**config.mk**
```make
export PLATFORM = sky130hd
export DESIGN_NAME = fetch_queue
export DESIGN_NICKNAME = d
export VERILOG_FILES = /design/src/rtl/fetch_queue.sv
export SDC_FILE = /design/constraint.sdc
export NUM_CORES = 1
export LEC_CHECK = 0
export CAP_MARGIN = 20
export CORE_MARGIN = 2
export CORE_UTILIZATION = 45
export CTS_CLUSTER_DIAMETER = 80
export CTS_CLUSTER_SIZE = 28
export DETAILED_ROUTE_END_ITERATION = 10
export GPL_ROUTABILITY_DRIVEN = 0
export MAX_ROUTING_LAYER = met4
export PLACE_DENSITY = 0.68
export SLEW_MARGIN = 15
export SYNTH_ARGS = -nofsm -noshare
export SYNTH_HDL_FRONTEND = slang
export SYNTH_SLANG_ARGS = --single-unit
```
**constraint.sdc**
```tcl
create_clock -name clk -period 2.5 [get_ports clk]
set_input_delay 0.375 -clock clk [delete_from_list [all_inputs] [get_ports clk]]
set_output_delay 0.375 -clock clk [all_outputs]
set_load 0.01 [all_outputs]
```
**src/rtl/fetch_queue.sv**
```systemverilog
// fetch_queue: instruction prefetch FIFO between imem and decode.
// Define FETCH_QUEUE_BYPASS_EN for a zero-latency empty-queue bypass.
module fetch_queue #(
    parameter int DATA_W = 16,
    parameter int ADDR_W = 16,
    parameter int DEPTH = 4,
    parameter logic [ADDR_W-1:0] RESET_PC = '0
) (
    input  logic                    clk,
    input  logic                    rst,
    input  logic                    mem_rdy,
    input  logic [DATA_W-1:0]       mem_data,
    output logic                    mem_req,
    output logic [ADDR_W-1:0]       mem_adr,
    input  logic                    redirect,
    input  logic [ADDR_W-1:0]       redirect_adr,
    input  logic                    halt,
    input  logic                    resume,
    output logic                    o_rdy,
    output logic [DATA_W-1:0]       o_ir,
    output logic [ADDR_W-1:0]       o_pc,
    input  logic                    i_take,
    output logic [$clog2(DEPTH):0]  o_count,
    output logic                    o_halted
);
    localparam int PW = $clog2(DEPTH);
    localparam int CW = PW + 1;
    localparam logic [CW-1:0] FULL = CW'(DEPTH);

    typedef enum logic {
        RUN,
        HALTED
    } state_t;

    state_t state;
    state_t state_nxt;

    logic [DATA_W-1:0] ir_mem [DEPTH];
    logic [ADDR_W-1:0] pc_mem [DEPTH];
    logic [PW-1:0]     rd_ptr;
    logic [PW-1:0]     wr_ptr;
    logic [CW-1:0]     count;
    logic [ADDR_W-1:0] fetch_pc;
    logic              has_head;
    logic              push;
    logic              pop;
    logic              wr_en;
    logic              byp;

    assign has_head = (count != '0);
    assign mem_req  = (state == RUN) & (count < FULL)
                    & ~redirect & ~rst;
    assign mem_adr  = fetch_pc;
    assign push     = mem_req & mem_rdy;

`ifdef FETCH_QUEUE_BYPASS_EN
    assign byp = push & ~has_head;
`else
    assign byp = 1'b0;
`endif

    // A bypassed word taken in the same cycle never enters storage.
    assign o_rdy = has_head | byp;
    assign pop   = has_head & i_take;
    assign wr_en = push & ~(byp & i_take);

    always_comb begin
        o_ir = '0;
        o_pc = '0;
        if (has_head) begin
            o_ir = ir_mem[rd_ptr];
            o_pc = pc_mem[rd_ptr];
        end else if (byp) begin
            o_ir = mem_data;
            o_pc = fetch_pc;
        end
    end

    always_ff @(posedge clk) begin
        if (rst) begin
            rd_ptr   <= '0;
            wr_ptr   <= '0;
            count    <= '0;
            fetch_pc <= RESET_PC;
        end else if (redirect) begin
            rd_ptr   <= '0;
            wr_ptr   <= '0;
            count    <= '0;
            fetch_pc <= redirect_adr;
        end else begin
            if (wr_en)
                wr_ptr <= wr_ptr + PW'(1);
            if (pop)
                rd_ptr <= rd_ptr + PW'(1);
            if (push)
                fetch_pc <= fetch_pc + ADDR_W'(1);
            if (wr_en && !pop)
                count <= count + CW'(1);
            else if (!wr_en && pop)
                count <= count - CW'(1);
        end
    end

    always_ff @(posedge clk) begin
        if (wr_en) begin
            ir_mem[wr_ptr] <= mem_data;
            pc_mem[wr_ptr] <= fetch_pc;
        end
    end

    always_ff @(posedge clk) begin
        if (rst)
            state <= RUN;
        else
            state <= state_nxt;
    end

    always_comb begin
        state_nxt = state;
        unique case (state)
            RUN: begin
                if (halt)
                    state_nxt = HALTED;
            end
            HALTED: begin
                if (resume && !halt)
                    state_nxt = RUN;
            end
            default: state_nxt = RUN;
        endcase
    end

    assign o_count  = count;
    assign o_halted = (state == HALTED);

endmodule

```
==> results list, run 1 <==
- The initial antenna violation count was 0.
- Netlist Area Pre-Place: 6250 sq um
* Wirelength per Cell: 18.8 microns
- Detail-routed via count per cell: 5.31
- VDD IR max: 0.498 mV
* Final hold slack: 508 ps
- Setup_tns: 0 ps
- Power per unit of standard cell area: 712 nW/um^2
* Worst Max-Slew Pin Slew: 405 ps
* Net load switching power: 1160 uW
- The path class of the tightest hold or removal check is register to register.
- With fillers left out, the area of the finished cells amounts to 8250 sq um.
* Mapped Nets: 414
* Total buffers and inverters traversed by the critical path: 4
- Buffers inserted during clock tree synthesis total 17.
* Root Buffer: sky130_fd_sc_hd__clkbuf_16
* Longest individual stage delay on the worst path: 490 ps
- Clock input transition at the sequential cells of the worst setup and hold paths: 50 ps
- Slew HR: 73.0%
- Fill cell instance count of the final layout: 1093
- TritonCTS built the clock tree.
* Kind of critical path: register to primary output
* Placeable Area: 13700 sq um
- The detailed router finished its first iteration with 250 violations.
- Worst setup slack after placement: -138 ps
- Total DRC errors in the routed layout: 0
* Port-buffer cells: 92
* Switching power as a share of total power: 19.8%
- Cells with a size suffix above 1 make up 21.0% of the layout.
* Async set-or-reset flop fraction in the synthesized netlist: 0%
* Data required time at the worst endpoint: 2120 ps
- Peak clock frequency supported by timing: 412 MHz
* Row cnt: 43
- Number of warnings reported in the yosys synthesis log: 0
- For this configuration, the core starts out at a cell density of 45.5%.
- Die Wd: 122 microns
- Total detailed-routing wirelength: 12900 microns
- Number of synthesized flops with an enable pin: 128
- Final critical path time including I/O delays and setup: 2430 ps
- The first global-routing pass estimated 20600 microns of wire.
* Post-synthesis instance total: 368
- STA classifies the critical path startpoint as a register.
- Number of synthesized register bits: 154
- Period utilization: 97.2%
- Number of hold buffers added after CTS: 0
- Max Slew Vio Count: 0
- Largest net degree at the start of global routing: 35
* Critical path peak fanout: 6
- Share of the yosys chip area belonging to registers: 69.8%
* Internal: 4710 uW
- Register share of total power: 49.0%
- Number of max-cap violations: 0
- The number of global-route vias before repair was 3844.
* Setup skew after layout: 4.96 ps
* Setup crit end kind: primary output
* Number of distinct standard cells referenced by the synthesized netlist: 40
* Half-perimeter wire length after placement: 7780 microns
- Power comes to 5880 uW.
- Slowest cell on the critical path: sky130_fd_sc_hd__mux4_2
* Combinational group share of total power: 7.6%
- Reported leakage power: 0.00287 uW
- GRT Resource Usage Total: 19.5%
- The die is 122 microns tall.
* Total overflow reported by the global router: 0
- Setup slack closes at 70.4 ps.
- The run finished with clean final reports.
- Worst reg2reg setup slack: 140 ps
- CP delay by family, top: buffers and inverters
- Setup violations remaining at the end of the flow were counted as 0.
- The clock passes through at most 2 buffers.
- Number of failing hold endpoints at the final stage: 0
- Traced cell by cell, the critical path runs through buf_4 > buf_12 > buf_4 > mux4_2 > and2_1 > clkdlybuf4s15_1.
- Setup repair after global routing could not meet its margin everywhere.
* Crit-path most repeated cell: sky130_fd_sc_hd__buf_4
- Via count: 3658
* Clock Sink Count: 154
- Once detail routing completed, the nets flagged for antenna violations numbered 0.
* Share of power burned in the clock network: 43.5%
- The H-tree was split into 4 levels.
- Instance area after placement: 7550 sq um
- The die covers 14800 sq um.
* First-pass detailed-route iteration total: 5
- Fin nets: 542
* Most common cell after layout, fill and taps aside: sky130_fd_sc_hd__edfxtp_1
- Dividing the synthesized area by the synthesized cell count gives 17.0 sq um.
- Critical Path AT: 2050 ps
- At the later pin of the worst-skew pair, clock insertion delay measures 420 ps.
* Antenna diode count: 0
- Io pins: 93
- Commonest cells after routing, fill and taps aside: sky130_fd_sc_hd__edfxtp_1, sky130_fd_sc_hd__clkdlybuf4s50_1, sky130_fd_sc_hd__mux4_2, sky130_fd_sc_hd__and2_1
- Relative to the synthesized area, the layout overhead comes to 32.1%.
- Top flip-flop cell by instance count after synthesis: sky130_fd_sc_hd__edfxtp_1
-- Yosys cell counts, drive strengths merged (4+ instances only) --
cell	n	area, sq um
clkbuf	13	68.8
xnor2	10	87.6
ha	6	75.1
a211oi	8	60.1
xor2	8	70.1
mux4	32	721
buf	5	23.8
dfxtp	26	521
inv	8	30.0
and3	10	67.6
nand4	4	25.0
and2	32	200
a21oi	9	45.0
nor2	18	67.6
nand2	13	48.8
edfxtp	128	3840
nor4	4	40.0
nor3	4	25.0
nand3	9	45.0
-- layout make-up --
cell class	instances	area (sq um)	share of cell area [%]
clock buffer	20	437	5.29
clock inverter	12	154	1.86
inverter	8	30.0	0.364
multi-input combinational	188	1760	21.3
sequential	154	4370	52.9
tap	180	225	2.73
timing repair buffer	127	1280	15.5
-- sequential cells by signal, summed over array words and instances (netlist names), named ones only --
signal    cells
ir_mem       64
o_count       3
o_halted      1
mem_adr      16
pc_mem       64
wr_ptr        2
rd_ptr        2
-- power groups by stage --
stage | Sequential [uW] | Clock, uW | Combinational (uW)
final | 2880 | 2550 | 445
after global routing | 2880 | 2710 | 483
after CTS | 2880 | 2600 | 451
after detailed placement | 2930 | 0 | 456
after global placement | 2920 | 0 | 449
after floorplan | 2930 | 0 | 183
-- stage by stage --
step                      instances  util [%]
after CTS                       688      60.3
after detailed placement        645      55.0
after floorplan                 368         -
after global routing            689      60.2
after global placement          645      55.0
final                           689      60.2
-- worst register-to-register path: stages (launching register included) --
cell                      delay (ps)
sky130_fd_sc_hd__dfxtp_1         340
sky130_fd_sc_hd__buf_4           170
sky130_fd_sc_hd__nor4_4          290
sky130_fd_sc_hd__nand2_1         100
sky130_fd_sc_hd__inv_1            60
sky130_fd_sc_hd__ha_1            160
sky130_fd_sc_hd__inv_1            60
sky130_fd_sc_hd__fa_1            370
sky130_fd_sc_hd__xor2_1          160
sky130_fd_sc_hd__or3_2           410
sky130_fd_sc_hd__a21oi_1         160
-- layer usage --
layer	part of all wire, %	vias to the layer above	global-route usage (%)
met1	44	1837	24.6
met2	48	110	30.7
met4	1.6	0	6.32
li1	-	1690	-
met5	0	-	-
met3	5.8	21	5.71
-- worst paths after layout --
path / from / endpoint / cells after the start
hold / removal: wr_ptr[1]$_SDFFE_PP0P_ / wr_ptr[1]$_SDFFE_PP0P_ / 2
setup reg to reg: o_count[2]$_SDFFE_PP0P_ / o_count[2]$_SDFFE_PP0P_ / 10
setup / recovery: register / o_pc[6] / 6
hold reg to reg: wr_ptr[1]$_SDFFE_PP0P_ / wr_ptr[1]$_SDFFE_PP0P_ / 2
-- what timing repair did --
| action | CTS | global route |
|---|---|---|
| buffers inserted | 8 | 2 |
| gates cloned | 3 | 0 |
| endpoints found under the setup margin | 32 | 7 |
| resized for setup | 42 | 15 |
-- kinds of logic (layout without fill, tap and decap cells) --
logic type / after synthesis / count (layout) / share of synthesized area [%]
buffers and inverters: 26 / 167 / 1.96
DFF: 154 / 154 / 69.8
xor gates and xnor gates: 18 / 18 / 2.52
AOI/OAI and AO/OA: 26 / 26 / 2.74
muxes: 33 / 33 / 11.7
adders and majority gates: 7 / 7 / 1.52
and+or+nand+nor: 104 / 104 / 9.71
Power figures use the tool's default switching activity.
==> run 2: changes to the inputs <==
--- a/config.mk
+++ b/config.mk
@@ -13,7 +13,8 @@
 export DETAILED_ROUTE_END_ITERATION = 10
 export GPL_ROUTABILITY_DRIVEN = 0
 export MAX_ROUTING_LAYER = met4
-export PLACE_DENSITY = 0.68
+export PLACE_DENSITY = 0.72
+export SETUP_SLACK_MARGIN = 0.4
 export SLEW_MARGIN = 15
 export SYNTH_ARGS = -nofsm -noshare
 export SYNTH_HDL_FRONTEND = slang
==> run 2 against run 1 <==
Compared with the run above: combinational power up 21%; wire length grew 5.6%; sequential power barely moved; sequential cell count unchanged; global-route usage rose by 0.10 points; critical path depth is 1 lower; design area rose by 2.7%; utilization up 1.6 points; sequential share of layout area down 1.3 points; worst setup slack gained 120 ps; critical path type unchanged; highest routed layer unchanged.
==> results list, run 2 (synthesis results as in run 1) <==
* Root Buffer: sky130_fd_sc_hd__clkbuf_16 (unchanged)
- Number of global-route vias before repair: 3899 (was 3844)
- Most common cell after layout, fill and taps aside: sky130_fd_sc_hd__edfxtp_1 (unchanged)
- Largest net degree at the start of global routing: 35 (unchanged)
* Number of antenna violations at the first check in global routing: 0 (unchanged)
- The worst-case vdd ir drop is 0.437 mV (was 0.498 mV).
- The max-slew violation count is 0 (unchanged).
- The class of the worst hold path is register to register (unchanged).
- Worst setup slack after placement: -30.2 ps (was -138 ps)
- The vertical extent of the die is 122 microns (unchanged).
- The cell depth of the worst hold path is 2 (unchanged).
* Fin nets: 555 (was 542)
- RSZ-0062 raised after global routing: yes (unchanged)
- The buffer depth of the longest clock path came to 2 (unchanged).
- The maximum operating frequency is 433 MHz (was 412 MHz).
* Total clock buffers created by CTS: 17 (unchanged)
* Data required time at the worst endpoint: 2120 ps (about the same)
- The met2 layer usage reported by global route came to 30.9% (was 30.7%).
- Total DRC errors in the routed layout: 0 (unchanged)
* Met3 usage: 4.31% (was 5.71%)
- Half-perimeter wire length after placement: 7670 microns (was 7780 microns)
* Io pins: 93 (unchanged)
- Commonest cells after routing, fill and taps aside: sky130_fd_sc_hd__edfxtp_1, sky130_fd_sc_hd__clkdlybuf4s50_1, sky130_fd_sc_hd__mux4_2 (was sky130_fd_sc_hd__edfxtp_1, sky130_fd_sc_hd__clkdlybuf4s50_1, sky130_fd_sc_hd__mux4_2, sky130_fd_sc_hd__and2_1).
- The insertion delay to the later sink of the worst-skew pair was 420 ps (about the same).
- Syn-to-layout area delta: 35.7% (was 32.1%)
- The number of vias per cell after detailed routing is 5.35 (was 5.31).
- The final routed wirelength across all metal layers is 13700 microns (was 12900 microns).
- The die width came to 122 microns (unchanged).
- The H-tree depth came to 4 (unchanged).
* First-pass detailed-route iteration total: 5 (unchanged)
- The first-iteration detailed-routing DRC count came to 230 (was 250).
- Row cnt: 43 (unchanged)
- Cells after DPL: 643 (was 645)
- The total number of clock tree sinks was 154 (unchanged).
- Initial Utilization: 45.5% (unchanged)
- The worst hold slack after final layout is 520 ps (was 508 ps).
- Area used by multi-input combinational logic: 1850 sq um (was 1760 sq um)
- The total inserted antenna cells was 0 (unchanged).
- The type of the worst setup path is register to primary output (unchanged).
- The final period demand of the worst path is 2310 ps (was 2430 ps).
* Slew HR: 72.2% (was 73.0%)
* Final count of negative-setup-slack endpoints: 0 (unchanged)
- The die footprint was 14800 sq um (unchanged).
- Worst Max-Slew Pin Slew: 417 ps (was 405 ps)
* Global-route track usage on met1: 25.1% (was 24.6%)
* Most Crowded Layer GR: met2 (unchanged)
- The first-pass GRT wire length came to 20700 microns (was 20600 microns).
- Port-buffer cells: 92 (unchanged)
- Total overflow reported by the global router: 0 (unchanged)
* Power per unit of standard cell area: 667 nW/um^2 (was 712 nW/um^2)
- Cell Count, Final, Fillers Out: 702 (was 689)
- Via count: 3759 (was 3658)
- The filler cell count was 1053 (was 1093).
* Startpoint types: register (unchanged)
- Fin util: 61.8% (was 60.2%)
- GRT Resource Usage Total: 19.6% (was 19.5%)
- Period utilization: 92.4% (was 97.2%)
* Result of the run: finished, final reports clean (unchanged)
- Worst Setup Slack, final: 190 ps (was 70.4 ps)
* Clock tree from TritonCTS: yes (unchanged)
- The final antenna-violating net count was 0 (unchanged).
- Area taken by flip-flops and latches: 4380 sq um (was 4370 sq um)
- The reported max-cap violation count was 0 (unchanged).
- The signal arrival time at the worst endpoint is 1930 ps (was 2050 ps).
- The fraction of layout cells with a size suffix above 1 is 34.1% (was 21.0%).
- Placeable Area: 13700 sq um (unchanged)
* Critical path peak fanout: 6 (unchanged)
- Setup skew after layout: 6.81 ps (was 4.96 ps)
- The depth of the worst register-to-register path is 8 (was 10).
* Clock input transition at the sequential cells of the worst setup and hold paths: 60 ps (was 50 ps)
- The sort of element at the end of the critical path is a primary output (unchanged).
- The static leakage power was 0.00296 uW (was 0.00287 uW).
- Number of failing hold endpoints at the final stage: 0 (unchanged)
- Wirelength per Cell: 19.5 microns (was 18.8 microns)
==> run 2: layout make-up <==
type / count / area share, %
tap: 180 / 2.66
inverter: 8 / 0.354
multi-input combinational: 188 / 21.8
timing repair buffer: 140 / 17.4
clock buffer: 28 / 5.86
clock inverter: 4 / 0.236
sequential: 154 / 51.6
==> run 2: worst max-delay path, cell delays in order (launching register included) <==
cell,delay [ps]
sky130_fd_sc_hd__dfxtp_4,460
sky130_fd_sc_hd__buf_12,150
sky130_fd_sc_hd__buf_4,110
sky130_fd_sc_hd__mux4_2,500
sky130_fd_sc_hd__and2_4,180
sky130_fd_sc_hd__buf_6,110
==> run 2: through the flow <==
step | TNS [ps] | total power, uW | area, sq um
finish | 0 | 5650 | 8480
global route | 0 | 5840 | 8480
CTS | 0 | 5630 | 8300
detailed placement | -30.2 | 3380 | 7530
global placement | 0 | 3370 | 7530
floorplan | 0 | 3120 | 6270
==> run 2: per-layer routing <==
metal / up-vias / share of wire (%)
li1: 1716 / -
met3: 15 / 5.6
met1: 1896 / 44
met4: 0 / 1.2
met2: 132 / 49
met5: - / 0
==> run 2: repair_timing <==
action / 4_1_cts / 5_1_grt
pin swaps: 2 / 18
setup endpoints to repair: 35 / 34
gates cloned: 3 / 3
gates resized for setup: 182 / 21
hold buffers: 0 / 0
setup buffers: 18 / 3
==> run 2: path summary, 6_finish.rpt <==
path / from / endpoint / slack (ps)
worst max register to register: o_count[2]$_SDFFE_PP0P_ / o_count[2]$_SDFFE_PP0P_ / 320
worst min-delay path: wr_ptr[1]$_SDFFE_PP0P_ / wr_ptr[1]$_SDFFE_PP0P_ / 520
worst max-delay path: register / o_pc[13] / 190
worst min register to register: wr_ptr[1]$_SDFFE_PP0P_ / wr_ptr[1]$_SDFFE_PP0P_ / 520
==> run 2: report_power, final <==
group          internal, uW  leakage, uW  switching, uW
clock                  1340     0.000256            894
sequential             2830      0.00138           56.7
combinational           311      0.00133            225
total                  4480      0.00296           1180
